--- config.mk ---
export PLATFORM = sky130hd
export DESIGN_NAME = alu_pipe_flat
export DESIGN_NICKNAME = d
export VERILOG_FILES = /design/src/rtl/alu_pipe_if.sv /design/src/rtl/alu_pipe.sv /design/src/flat_wrapper.sv
export SDC_FILE = /design/constraint.sdc
export NUM_CORES = 1
export LEC_CHECK = 0
export CORE_ASPECT_RATIO = 1.1
export CORE_MARGIN = 2
export CORE_UTILIZATION = 40
export CTS_CLUSTER_DIAMETER = 50
export DETAILED_ROUTE_END_ITERATION = 8
export GPL_TIMING_DRIVEN = 0
export PLACE_DENSITY = 0.72
export REMOVE_ABC_BUFFERS = 1
export SLEW_MARGIN = 20
export SYNTH_ARGS = -nofsm -noshare
export SYNTH_HDL_FRONTEND = slang
export SYNTH_SLANG_ARGS = --single-unit
--- constraint.sdc ---
create_clock -name clk -period 4.75 [get_ports clk]
set_input_delay 0.7125 -clock clk [delete_from_list [all_inputs] [get_ports clk]]
set_output_delay 0.7125 -clock clk [all_outputs]
set_load 0.01 [all_outputs]
--- src/rtl/alu_pipe_if.sv ---
// Operand/result handshake bundle for alu_pipe: issue side (in_*) and result side (out_*).
interface alu_pipe_if #(
    parameter int unsigned WIDTH = 8
);
    logic             in_valid;
    logic             in_ready;
    logic [WIDTH-1:0] in_a;
    logic [WIDTH-1:0] in_b;
    logic [3:0]       in_op;
    logic             out_valid;
    logic             out_ready;
    logic [WIDTH-1:0] out_r;
    logic [WIDTH-1:0] out_hi;
    logic             out_z;
    logic             out_n;
    logic             out_c;
    logic             out_v;

    modport master (
        output in_valid, in_a, in_b, in_op, out_ready,
        input  in_ready, out_valid, out_r, out_hi, out_z, out_n, out_c, out_v
    );

    modport slave (
        input  in_valid, in_a, in_b, in_op, out_ready,
        output in_ready, out_valid, out_r, out_hi, out_z, out_n, out_c, out_v
    );
endinterface

--- src/rtl/alu_pipe.sv ---
// Registered execute-stage ALU with persistent Z/N/C/V flags and carry-chained ops.
// Define ALU_PIPE_MUL_EN to build the WIDTH-cycle shift-add unsigned multiplier for opcode F.
module alu_pipe #(
    parameter int unsigned WIDTH = 8
) (
    input  logic        clk,
    input  logic        rst,
    alu_pipe_if.slave   bus
);

    localparam int unsigned W1 = WIDTH + 1;
    localparam int unsigned W2 = 2 * WIDTH;

    typedef enum logic [3:0] {
        OP_MOV  = 4'h0,
        OP_ADD  = 4'h1,
        OP_SUB  = 4'h2,
        OP_AND  = 4'h3,
        OP_OR   = 4'h4,
        OP_RLC  = 4'h5,
        OP_RRC  = 4'h6,
        OP_SETC = 4'h7,
        OP_CLRC = 4'h8,
        OP_NOT  = 4'h9,
        OP_NEG  = 4'hA,
        OP_INC  = 4'hB,
        OP_DEC  = 4'hC,
        OP_ADC  = 4'hD,
        OP_SBC  = 4'hE,
        OP_MUL  = 4'hF
    } op_e;

    typedef struct packed {
        logic z;
        logic n;
        logic c;
        logic v;
    } flags_t;

    // Signed overflow of x+y: equal operand signs, result sign differs.
    function automatic logic add_ovf(input logic [WIDTH-1:0] x, input logic [WIDTH-1:0] y,
                                     input logic [WIDTH-1:0] r);
        return (x[WIDTH-1] == y[WIDTH-1]) && (r[WIDTH-1] != x[WIDTH-1]);
    endfunction

    // Signed overflow of x-y: differing operand signs, result sign differs from x.
    function automatic logic sub_ovf(input logic [WIDTH-1:0] x, input logic [WIDTH-1:0] y,
                                     input logic [WIDTH-1:0] r);
        return (x[WIDTH-1] != y[WIDTH-1]) && (r[WIDTH-1] != x[WIDTH-1]);
    endfunction

    op_e              op_c;
    logic             busy_c;
    logic             accept_c;
    logic [W1-1:0]    a_x_c;
    logic [W1-1:0]    b_x_c;
    logic [W1-1:0]    cin_x_c;
    logic [W1-1:0]    arith_c;
    logic [WIDTH-1:0] alu_r_c;
    flags_t           alu_fl_c;

    logic [WIDTH-1:0] r_q, r_d;
    flags_t           fl_q, fl_d;
    logic             out_valid_q, out_valid_d;

`ifdef ALU_PIPE_MUL_EN
    localparam int unsigned CNT_W = $clog2(WIDTH);

    typedef enum logic {
        S_IDLE,
        S_MUL_RUN
    } state_e;

    state_e           state_q, state_d;
    logic [WIDTH-1:0] hi_q, hi_d;
    logic [WIDTH-1:0] mcand_q, mcand_d;
    logic [W2-1:0]    prod_q, prod_d;
    logic [CNT_W-1:0] cnt_q, cnt_d;
    logic [W1-1:0]    psum_c;
    logic [W2-1:0]    pstep_c;

    assign busy_c = (state_q == S_MUL_RUN);

    // One shift-add step: upper half accumulates the multiplicand when the current multiplier bit is set.
    assign psum_c  = {1'b0, prod_q[W2-1:WIDTH]} + (prod_q[0] ? {1'b0, mcand_q} : W1'(0));
    assign pstep_c = {psum_c, prod_q[WIDTH-1:1]};
`else
    assign busy_c = 1'b0;
`endif

    assign op_c     = op_e'(bus.in_op);
    assign accept_c = bus.in_valid && bus.in_ready;

    assign bus.in_ready  = !busy_c && (!out_valid_q || bus.out_ready);
    assign bus.out_valid = out_valid_q;
    assign bus.out_r     = r_q;
    assign bus.out_z     = fl_q.z;
    assign bus.out_n     = fl_q.n;
    assign bus.out_c     = fl_q.c;
    assign bus.out_v     = fl_q.v;
`ifdef ALU_PIPE_MUL_EN
    assign bus.out_hi    = hi_q;
`else
    assign bus.out_hi    = '0;
`endif

    // Single-cycle datapath; arithmetic is WIDTH+1 bits so bit WIDTH is carry/borrow.
    always_comb begin
        a_x_c      = {1'b0, bus.in_a};
        b_x_c      = {1'b0, bus.in_b};
        cin_x_c    = W1'(fl_q.c);
        arith_c    = '0;
        alu_r_c    = '0;
        alu_fl_c.c = fl_q.c;
        alu_fl_c.v = 1'b0;
        case (op_c)
            OP_MOV:  alu_r_c = bus.in_b;
            OP_ADD: begin
                arith_c    = a_x_c + b_x_c;
                alu_r_c    = arith_c[WIDTH-1:0];
                alu_fl_c.c = arith_c[WIDTH];
                alu_fl_c.v = add_ovf(bus.in_a, bus.in_b, arith_c[WIDTH-1:0]);
            end
            OP_SUB: begin
                arith_c    = a_x_c - b_x_c;
                alu_r_c    = arith_c[WIDTH-1:0];
                alu_fl_c.c = arith_c[WIDTH];
                alu_fl_c.v = sub_ovf(bus.in_a, bus.in_b, arith_c[WIDTH-1:0]);
            end
            OP_AND:  alu_r_c = bus.in_a & bus.in_b;
            OP_OR:   alu_r_c = bus.in_a | bus.in_b;
            OP_RLC: begin
                alu_r_c    = {bus.in_b[WIDTH-2:0], fl_q.c};
                alu_fl_c.c = bus.in_b[WIDTH-1];
            end
            OP_RRC: begin
                alu_r_c    = {fl_q.c, bus.in_b[WIDTH-1:1]};
                alu_fl_c.c = bus.in_b[0];
            end
            OP_SETC: begin
                alu_r_c    = bus.in_a;
                alu_fl_c.c = 1'b1;
            end
            OP_CLRC: begin
                alu_r_c    = bus.in_a;
                alu_fl_c.c = 1'b0;
            end
            OP_NOT:  alu_r_c = ~bus.in_b;
            OP_NEG: begin
                arith_c    = W1'(0) - b_x_c;
                alu_r_c    = arith_c[WIDTH-1:0];
                alu_fl_c.c = arith_c[WIDTH];
                alu_fl_c.v = sub_ovf(WIDTH'(0), bus.in_b, arith_c[WIDTH-1:0]);
            end
            OP_INC: begin
                arith_c    = b_x_c + W1'(1);
                alu_r_c    = arith_c[WIDTH-1:0];
                alu_fl_c.c = arith_c[WIDTH];
                alu_fl_c.v = add_ovf(bus.in_b, WIDTH'(1), arith_c[WIDTH-1:0]);
            end
            OP_DEC: begin
                arith_c    = b_x_c - W1'(1);
                alu_r_c    = arith_c[WIDTH-1:0];
                alu_fl_c.c = arith_c[WIDTH];
                alu_fl_c.v = sub_ovf(bus.in_b, WIDTH'(1), arith_c[WIDTH-1:0]);
            end
            OP_ADC: begin
                arith_c    = a_x_c + b_x_c + cin_x_c;
                alu_r_c    = arith_c[WIDTH-1:0];
                alu_fl_c.c = arith_c[WIDTH];
                alu_fl_c.v = add_ovf(bus.in_a, bus.in_b, arith_c[WIDTH-1:0]);
            end
            OP_SBC: begin
                arith_c    = a_x_c - b_x_c - cin_x_c;
                alu_r_c    = arith_c[WIDTH-1:0];
                alu_fl_c.c = arith_c[WIDTH];
                alu_fl_c.v = sub_ovf(bus.in_a, bus.in_b, arith_c[WIDTH-1:0]);
            end
            // Without the multiplier this is the whole op; with it, the FSM takes over.
            OP_MUL:  alu_r_c = '0;
        endcase
        alu_fl_c.z = (alu_r_c == '0);
        alu_fl_c.n = alu_r_c[WIDTH-1];
    end

    // Next-state: output hand-off, single-cycle loads and the multiply sequence.
    always_comb begin
        r_d         = r_q;
        fl_d        = fl_q;
        out_valid_d = out_valid_q && !bus.out_ready;
`ifdef ALU_PIPE_MUL_EN
        state_d     = state_q;
        hi_d        = hi_q;
        mcand_d     = mcand_q;
        prod_d      = prod_q;
        cnt_d       = cnt_q;
        case (state_q)
            S_IDLE: begin
                if (accept_c) begin
                    if (op_c == OP_MUL) begin
                        state_d = S_MUL_RUN;
                        mcand_d = bus.in_a;
                        prod_d  = {{WIDTH{1'b0}}, bus.in_b};
                        cnt_d   = '0;
                    end else begin
                        r_d         = alu_r_c;
                        hi_d        = '0;
                        fl_d        = alu_fl_c;
                        out_valid_d = 1'b1;
                    end
                end
            end
            S_MUL_RUN: begin
                prod_d = pstep_c;
                cnt_d  = cnt_q + CNT_W'(1);
                if (cnt_q == CNT_W'(WIDTH - 1)) begin
                    state_d     = S_IDLE;
                    r_d         = pstep_c[WIDTH-1:0];
                    hi_d        = pstep_c[W2-1:WIDTH];
                    fl_d.z      = (pstep_c == '0);
                    fl_d.n      = pstep_c[W2-1];
                    fl_d.c      = (pstep_c[W2-1:WIDTH] != '0);
                    fl_d.v      = (pstep_c[W2-1:WIDTH] != '0);
                    out_valid_d = 1'b1;
                end
            end
            default: state_d = S_IDLE;
        endcase
`else
        if (accept_c) begin
            r_d         = alu_r_c;
            fl_d        = alu_fl_c;
            out_valid_d = 1'b1;
        end
`endif
    end

    // State registers; reset clears outputs, flags and aborts any multiply in flight.
    always_ff @(posedge clk) begin
        if (rst) begin
            r_q         <= '0;
            fl_q        <= '0;
            out_valid_q <= 1'b0;
`ifdef ALU_PIPE_MUL_EN
            state_q     <= S_IDLE;
            hi_q        <= '0;
            mcand_q     <= '0;
            prod_q      <= '0;
            cnt_q       <= '0;
`endif
        end else begin
            r_q         <= r_d;
            fl_q        <= fl_d;
            out_valid_q <= out_valid_d;
`ifdef ALU_PIPE_MUL_EN
            state_q     <= state_d;
            hi_q        <= hi_d;
            mcand_q     <= mcand_d;
            prod_q      <= prod_d;
            cnt_q       <= cnt_d;
`endif
        end
    end

endmodule

--- src/flat_wrapper.sv ---
// flat-port wrapper written by rule: the top's interface ports become plain ports
module alu_pipe_flat 
#(
    parameter int unsigned WIDTH = 8
)
  (clk, rst, bus_in_valid, bus_in_a, bus_in_b, bus_in_op, bus_out_ready, bus_in_ready, bus_out_valid, bus_out_r, bus_out_hi, bus_out_z, bus_out_n, bus_out_c, bus_out_v);
  alu_pipe_if #(.WIDTH(WIDTH)) bus_i ();
  input  logic clk;
  input  logic rst;
  input wire logic [$bits(bus_i.in_valid)-1:0] bus_in_valid;
  input wire logic [$bits(bus_i.in_a)-1:0] bus_in_a;
  input wire logic [$bits(bus_i.in_b)-1:0] bus_in_b;
  input wire logic [$bits(bus_i.in_op)-1:0] bus_in_op;
  input wire logic [$bits(bus_i.out_ready)-1:0] bus_out_ready;
  output wire logic [$bits(bus_i.in_ready)-1:0] bus_in_ready;
  output wire logic [$bits(bus_i.out_valid)-1:0] bus_out_valid;
  output wire logic [$bits(bus_i.out_r)-1:0] bus_out_r;
  output wire logic [$bits(bus_i.out_hi)-1:0] bus_out_hi;
  output wire logic [$bits(bus_i.out_z)-1:0] bus_out_z;
  output wire logic [$bits(bus_i.out_n)-1:0] bus_out_n;
  output wire logic [$bits(bus_i.out_c)-1:0] bus_out_c;
  output wire logic [$bits(bus_i.out_v)-1:0] bus_out_v;
  assign bus_i.in_valid = bus_in_valid;
  assign bus_i.in_a = bus_in_a;
  assign bus_i.in_b = bus_in_b;
  assign bus_i.in_op = bus_in_op;
  assign bus_i.out_ready = bus_out_ready;
  assign bus_in_ready = bus_i.in_ready;
  assign bus_out_valid = bus_i.out_valid;
  assign bus_out_r = bus_i.out_r;
  assign bus_out_hi = bus_i.out_hi;
  assign bus_out_z = bus_i.out_z;
  assign bus_out_n = bus_i.out_n;
  assign bus_out_c = bus_i.out_c;
  assign bus_out_v = bus_i.out_v;
  alu_pipe #(.WIDTH(WIDTH)) u_core (.clk(clk), .rst(rst), .bus(bus_i));
endmodule
==> results.json, run 1 <==
{
  "die-area_mm2": 0.00932,
  "hp-start": "u_core.bus.out_r[5]",
  "drive_gt1_frac": 0.0672,
  "place_ws_ps": 143,
  "core_area_mm2": 0.00836,
  "rsz0062_at_grt": "no",
  "p_leak_nw": 1.42,
  "wire_per_inst_um": 19.0,
  "crit_chain": "clkdlybuf4s50_1 > inv_1 > ha_1 > or2_2 > a2111oi_0 > a311oi_2 > nor4_2 > o21ai_0 > a21o_1 > a31oi_1 > nor2_1 > a22o_1",
  "reg2regPathDepth": 10,
  "ant_nets": 0,
  "worst_pin_slew_ps": 947,
  "cts_buffers": 3,
  "drv_cap": 0,
  "cp.depth": 12,
  "fin_crit_ps": 4430,
  "cp-end-kind": "flop",
  "powerDensity_mw_per_mm2": 162,
  "whs_path_depth": 2,
  "vdd_ir_drop_max_mv": 0.0587,
  "avgSynthCellArea_um2": 7.06,
  "path_clk_slew_ps": 50,
  "reg2reg_from": "u_core.bus.out_c",
  "cts_resized": 0,
  "slew_headroom": 0.367,
  "chipWidth_um": 92.2,
  "antennaDiodeCount": 0,
  "ctsHoldBuffers": 0,
  "tns_ps": 0,
  "yosysSeqAreaShare": 0.0702,
  "yosysWarnings": 0,
  "dr.first_iter.drc_count": 496,
  "vias": 3852,
  "cts_tree": "built",
  "clock_latency_ps": 240,
  "io_pins": 46,
  "synth_common_cells": "41 x a21oi_1, 41 x nand2_1, 41 x nor2_1",
  "synth_top_area_frac": 0.121,
  "via_per_inst": 6.40,
  "fillers": 863,
  "holdWs_ps": 451,
  "nNetsFinal": 552,
  "synth-edff-count": 0,
  "grt-ovfl-total": 0,
  "crit_required_ps": 4880,
  "min_to": "u_core.bus.out_r[5]",
  "critPathMaxFanout": 14,
  "synth_area_mm2": 0.00342,
  "cp.arrival_ps": 4560,
  "synth_ff_type": "dfxtp_1",
  "synth-seq-cells": 12,
  "setup.worst_path.class": "primary input to flop",
  "synth_area_leaders": "ha_1 12%, dfxtp_1 7.0%, a21oi_1 6.0%",
  "initial_core_util": 0.409,
  "r2r_setup_slack_ps": 2140,
  "setup_ws_ps": 324,
  "fin_crit_sh": 0.932,
  "hold_path.class": "flop to flop",
  "cts_setup_buffers": 0,
  "cts-root-buf": "clkbuf_8",
  "async_flop_share": 0,
  "hold_violations": 0,
  "clockBufferDepth": 2,
  "crit_buf_inv": 2,
  "grt_pass1_vias": 3446,
  "synth.distinct_cells": 80,
  "final-setup-viol-count": 0,
  "power_mw": 0.605,
  "reg2reg_to": "u_core.bus.out_z",
  "slowest_delay_ps": 750,
  "cts_sinks": 12,
  "syn_inst": 485,
  "io_buffer_count": 37,
  "wl_um": 11400,
  "slowest_stage": "clkdlybuf4s50_1",
  "max_freq_mhz": 226,
  "first_pass_iters": 5,
  "drc": 0,
  "grt_antenna_before_repair": 0,
  "floorplan.rows": 35,
  "die_h_um": 101,
  "grt_first_pass_wirelength_um": 18500,
  "synth_top_area_cell": "ha_1",
  "drv_slew": 0,
  "dpl.hpwl_um": 8810,
  "area_growth_pct": 8.95,
  "skew_ps": 3.29,
  "status": "finished, final reports clean",
  "critPathTopFamily": "compound AO/OA/AOI/OAI gates",
  "track_usage": 0.246,
  "grt_max_degree": 42,
  "htreeDepth": 1,
  "crit_path_start_kind": "primary input",
  "gp_congestion": 1.00
}
stage by stage:
| step | std cells | util | cell area, µm² |
|---|---|---|---|
| 2_1_floorplan | 451 | - | 3200 |
| 3_3_place_gp | 599 | 0.443 | 3710 |
| 4_1_cts | 602 | 0.447 | 3730 |
| 3_5_place_dp | 599 | 0.442 | 3690 |
| 5_1_grt | 602 | 0.446 | 3730 |
| 6_report | 602 | 0.446 | 3730 |
how the worst max path moves through the flow:
stage / slack [ps] / to / start
3_3_place_gp: 5 / u_core.bus.out_z / bus_in_op[0]
6_report: 320 / u_core.bus.out_z / bus_in_b[5]
4_1_cts: 390 / u_core.bus.out_z / bus_in_b[5]
5_1_grt: 40 / u_core.bus.out_z / bus_in_b[5]
3_5_place_dp: 140 / u_core.bus.out_z / bus_in_b[5]
2_1_floorplan: 1460 / u_core.bus.out_z / bus_in_a[0]
cell families (layout without fill, tap and decap cells):
group | after synthesis | after routing | synth area share
compound gates | 152 | 152 | 0.315
xor+xnor | 28 | 28 | 0.0738
other cells | 1 | 8 | 0.00110
fa+ha+maj | 35 | 35 | 0.132
mux | 12 | 12 | 0.0369
simple gates | 173 | 173 | 0.264
buf+inv | 72 | 71 | 0.107
flops | 12 | 12 | 0.0702
metal layers:
metal	wire length [µm]	track usage	part of all wire	vias to the layer above
li1	-	-	-	1776
met1	4930	0.334	0.43	1793
met2	5100	0.399	0.45	241
met3	874	0.0187	0.077	42
met4	507	0.108	0.044	0
met5	0	0	0	-
report_power, final:
group | total (mW) | internal, mW | switching [mW] | leakage (nW)
combinational | 0.402 | 0.156 | 0.246 | 1.30
sequential | 0.113 | 0.109 | 0.00490 | 0.0986
clock | 0.0898 | 0.0556 | 0.0342 | 0.0216
cell usage in the layout, fill, tap and decap left out, types with 5 or more instances in the layout:
cell / netlist / layout
nand2_1: 41 / 41
and3_1: 8 / 8
ha_1: 33 / 33
nor2_1: 41 / 41
xnor2_1: 19 / 19
nor2b_1: 9 / 9
xor2_1: 8 / 8
nand2b_1: 7 / 7
a31oi_1: 10 / 10
a211oi_1: 5 / 5
nand3_1: 13 / 13
a21oi_1: 41 / 41
nor3_1: 16 / 16
inv_1: 30 / 30
a22oi_1: 7 / 7
clkdlybuf4s50_1: 0 / 33
conb_1: 1 / 8
a221oi_1: 10 / 10
o22ai_1: 13 / 13
mux2i_1: 9 / 9
o21ai_0: 16 / 16
dfxtp_1: 12 / 12
o211ai_1: 6 / 6
final cells by class:
cell class | instances | area, µm² | area share
multi-input combinational | 408 | 2840 | 0.762
timing repair buffer | 37 | 350 | 0.0939
sequential | 12 | 240 | 0.0644
tap | 111 | 139 | 0.0372
inverter | 31 | 116 | 0.0312
clock buffer | 3 | 41.3 | 0.0111
registers in the layout (all words and copies together) (netlist names):
signal and cells:
u_core.bus.out_r 7, u_core.bus.out_n 1, u_core.bus.out_v 1, u_core.bus.out_z 1, u_core.bus.out_valid 1, u_core.bus.out_c 1
worst min-delay path: stages, from the launching register on:
cell and delay (ps):
dfxtp_1 300, nand2_1 50, a21oi_1 50
No activity file was read; power rests on OpenSTA's default activity.
==> run 2: changes to the inputs <==
PLACE_DENSITY = 0.64   (was 0.72)
TNS_END_PERCENT = 20   (was not set)
==> run 2 against run 1 <==
Effect of this change:
- setup slack worse by 87 ps
- cell area is 0.17% higher
- clock skew is 0.53 ps lower
==> results.json, run 2 (synthesis gave the netlist of run 1 again) <==
{
  "vdd_ir_drop_max_mv": 0.0895,
  "floorplan.rows": 35,
  "crit_path_start_kind": "primary input",
  "nNetsFinal": 552,
  "core_area_mm2": 0.00836,
  "final-setup-viol-count": 0,
  "slowest_stage": "clkdlybuf4s50_1",
  "powerDensity_mw_per_mm2": 161,
  "slowest_delay_ps": 760,
  "first_pass_iters": 5,
  "clockBufferDepth": 2,
  "cts_buffers": 3,
  "track_usage": 0.232,
  "grt_max_degree": 42,
  "fin_crit_sh": 0.950,
  "dr.first_iter.drc_count": 407,
  "max_freq_mhz": 222,
  "grt-ovfl-total": 0,
  "drive_gt1_frac": 0.0652,
  "via_per_inst": 6.24,
  "antennaDiodeCount": 0,
  "cp.arrival_ps": 4640,
  "crit_required_ps": 4880,
  "slew_headroom": 0.234,
  "die_h_um": 101,
  "io_pins": 46,
  "skew_ps": 2.76,
  "drv_slew": 0,
  "tns_ps": 0,
  "post-route-util": 0.447,
  "dpl.hpwl_um": 8300,
  "worst_pin_slew_ps": 1150,
  "critPathMaxFanout": 14,
  "vias": 3758,
  "path_clk_slew_ps": 50,
  "hold_path.class": "flop to flop",
  "gp_congestion": 1.03,
  "largest_reg_flops": 7,
  "cts_tree": "built",
  "status": "finished, final reports clean",
  "grt_antenna_before_repair": 0,
  "fin_crit_ps": 4510,
  "initial_core_util": 0.409,
  "area_growth_pct": 9.14,
  "die-area_mm2": 0.00932,
  "clock_latency_ps": 240,
  "drv_cap": 0,
  "holdWs_ps": 453,
  "wire_per_inst_um": 18.1,
  "crit_chain": "clkdlybuf4s50_1 > inv_1 > ha_1 > or2_2 > a2111oi_1 > a311oi_2 > nor4_2 > o21ai_0 > a21o_1 > a31oi_1 > nor2_1 > a22o_1",
  "cp-end-kind": "flop",
  "mostFrequentLayoutCells": "41 x a21oi_1, 41 x nor2_1, 41 x nand2_1, 34 x clkdlybuf4s50_1, 33 x ha_1",
  "io_buffer_count": 37,
  "chipWidth_um": 92.2,
  "fillers": 847,
  "ctsHoldBuffers": 0,
  "drc": 0,
  "cts-root-buf": "clkbuf_8",
  "grt_first_pass_wirelength_um": 17600,
  "power_mw": 0.601,
  "p_leak_nw": 1.42,
  "htreeDepth": 1,
  "critPathTopFamily": "compound AO/OA/AOI/OAI gates",
  "grt_pass1_vias": 3453,
  "wl_um": 10900,
  "rsz0062_at_grt": "no",
  "r2r_setup_slack_ps": 1890,
  "hold_violations": 0,
  "ant_nets": 0,
  "cts_sinks": 12,
  "setup.worst_path.class": "primary input to flop",
  "crit_buf_inv": 2
}
run 2: cell types whose count changed in the layout (fill, tap and decap cells not counted):
cell             before  now
a2111oi_1             0    1
a2111oi_0             2    1
clkdlybuf4s50_1      33   34
buf_2                 4    3
run 2: repair_timing:
action / 4_1_cts / 5_1_grt
setup buffers: 0 / 0
hold endpoints to repair: 0 / 0
gates resized for setup: 0 / 1
setup endpoints to repair: 0 / 1
run 2: path summary, 6_finish.rpt:
check                                          from                  end  depth (start not counted)
worst max-delay path                    bus_in_b[5]     u_core.bus.out_z                         12
worst min-delay path            u_core.bus.out_r[1]  u_core.bus.out_r[1]                          2
worst max register to register     u_core.bus.out_c     u_core.bus.out_z                         10
worst min register to register  u_core.bus.out_r[1]  u_core.bus.out_r[1]                          2
run 2: layout make-up:
cell class	instances	area, µm²	area share
well taps	111	139	0.0372
clock buffers	3	41.3	0.0111
multi-input cells	408	2840	0.761
inverters	31	116	0.0311
repair buffers	37	355	0.0951
flip-flops and latches	12	240	0.0643
run 2: worst reg2reg max path, cell delays in order (launching register included):
cell and delay, ps:
dfxtp_1 500, ha_1 290, ha_1 230, xor2_1 150, o22ai_1 90, a2111oi_0 540
a31oi_1 210, nor4b_1 360, nand2_1 100, nor3_1 180, a22o_1 150
run 2: metrics by stage:
step	cells	cell area [µm²]	setup slack, ps
after global routing	602	3740	62.1
after CTS	602	3740	221
after detailed placement	599	3700	-1.46
after global placement	599	3710	25.8
final	602	3740	238
after floorplan	451	3200	1460
run 2: per-layer routing:
layer / global-route usage / part of all wire / up-vias
met5: 0 / 0 / -
met4: 0.0930 / 0.035 / 0
met3: 0.0292 / 0.076 / 28
met2: 0.375 / 0.45 / 200
met1: 0.314 / 0.44 / 1758
li1: - / - / 1772
run 2: power breakdown:
part	total [mW]	internal, mW	leakage (nW)	switching, mW
clock	0.0909	0.0557	0.0216	0.0352
sequential	0.114	0.108	0.0986	0.00516
combinational	0.397	0.156	1.30	0.240
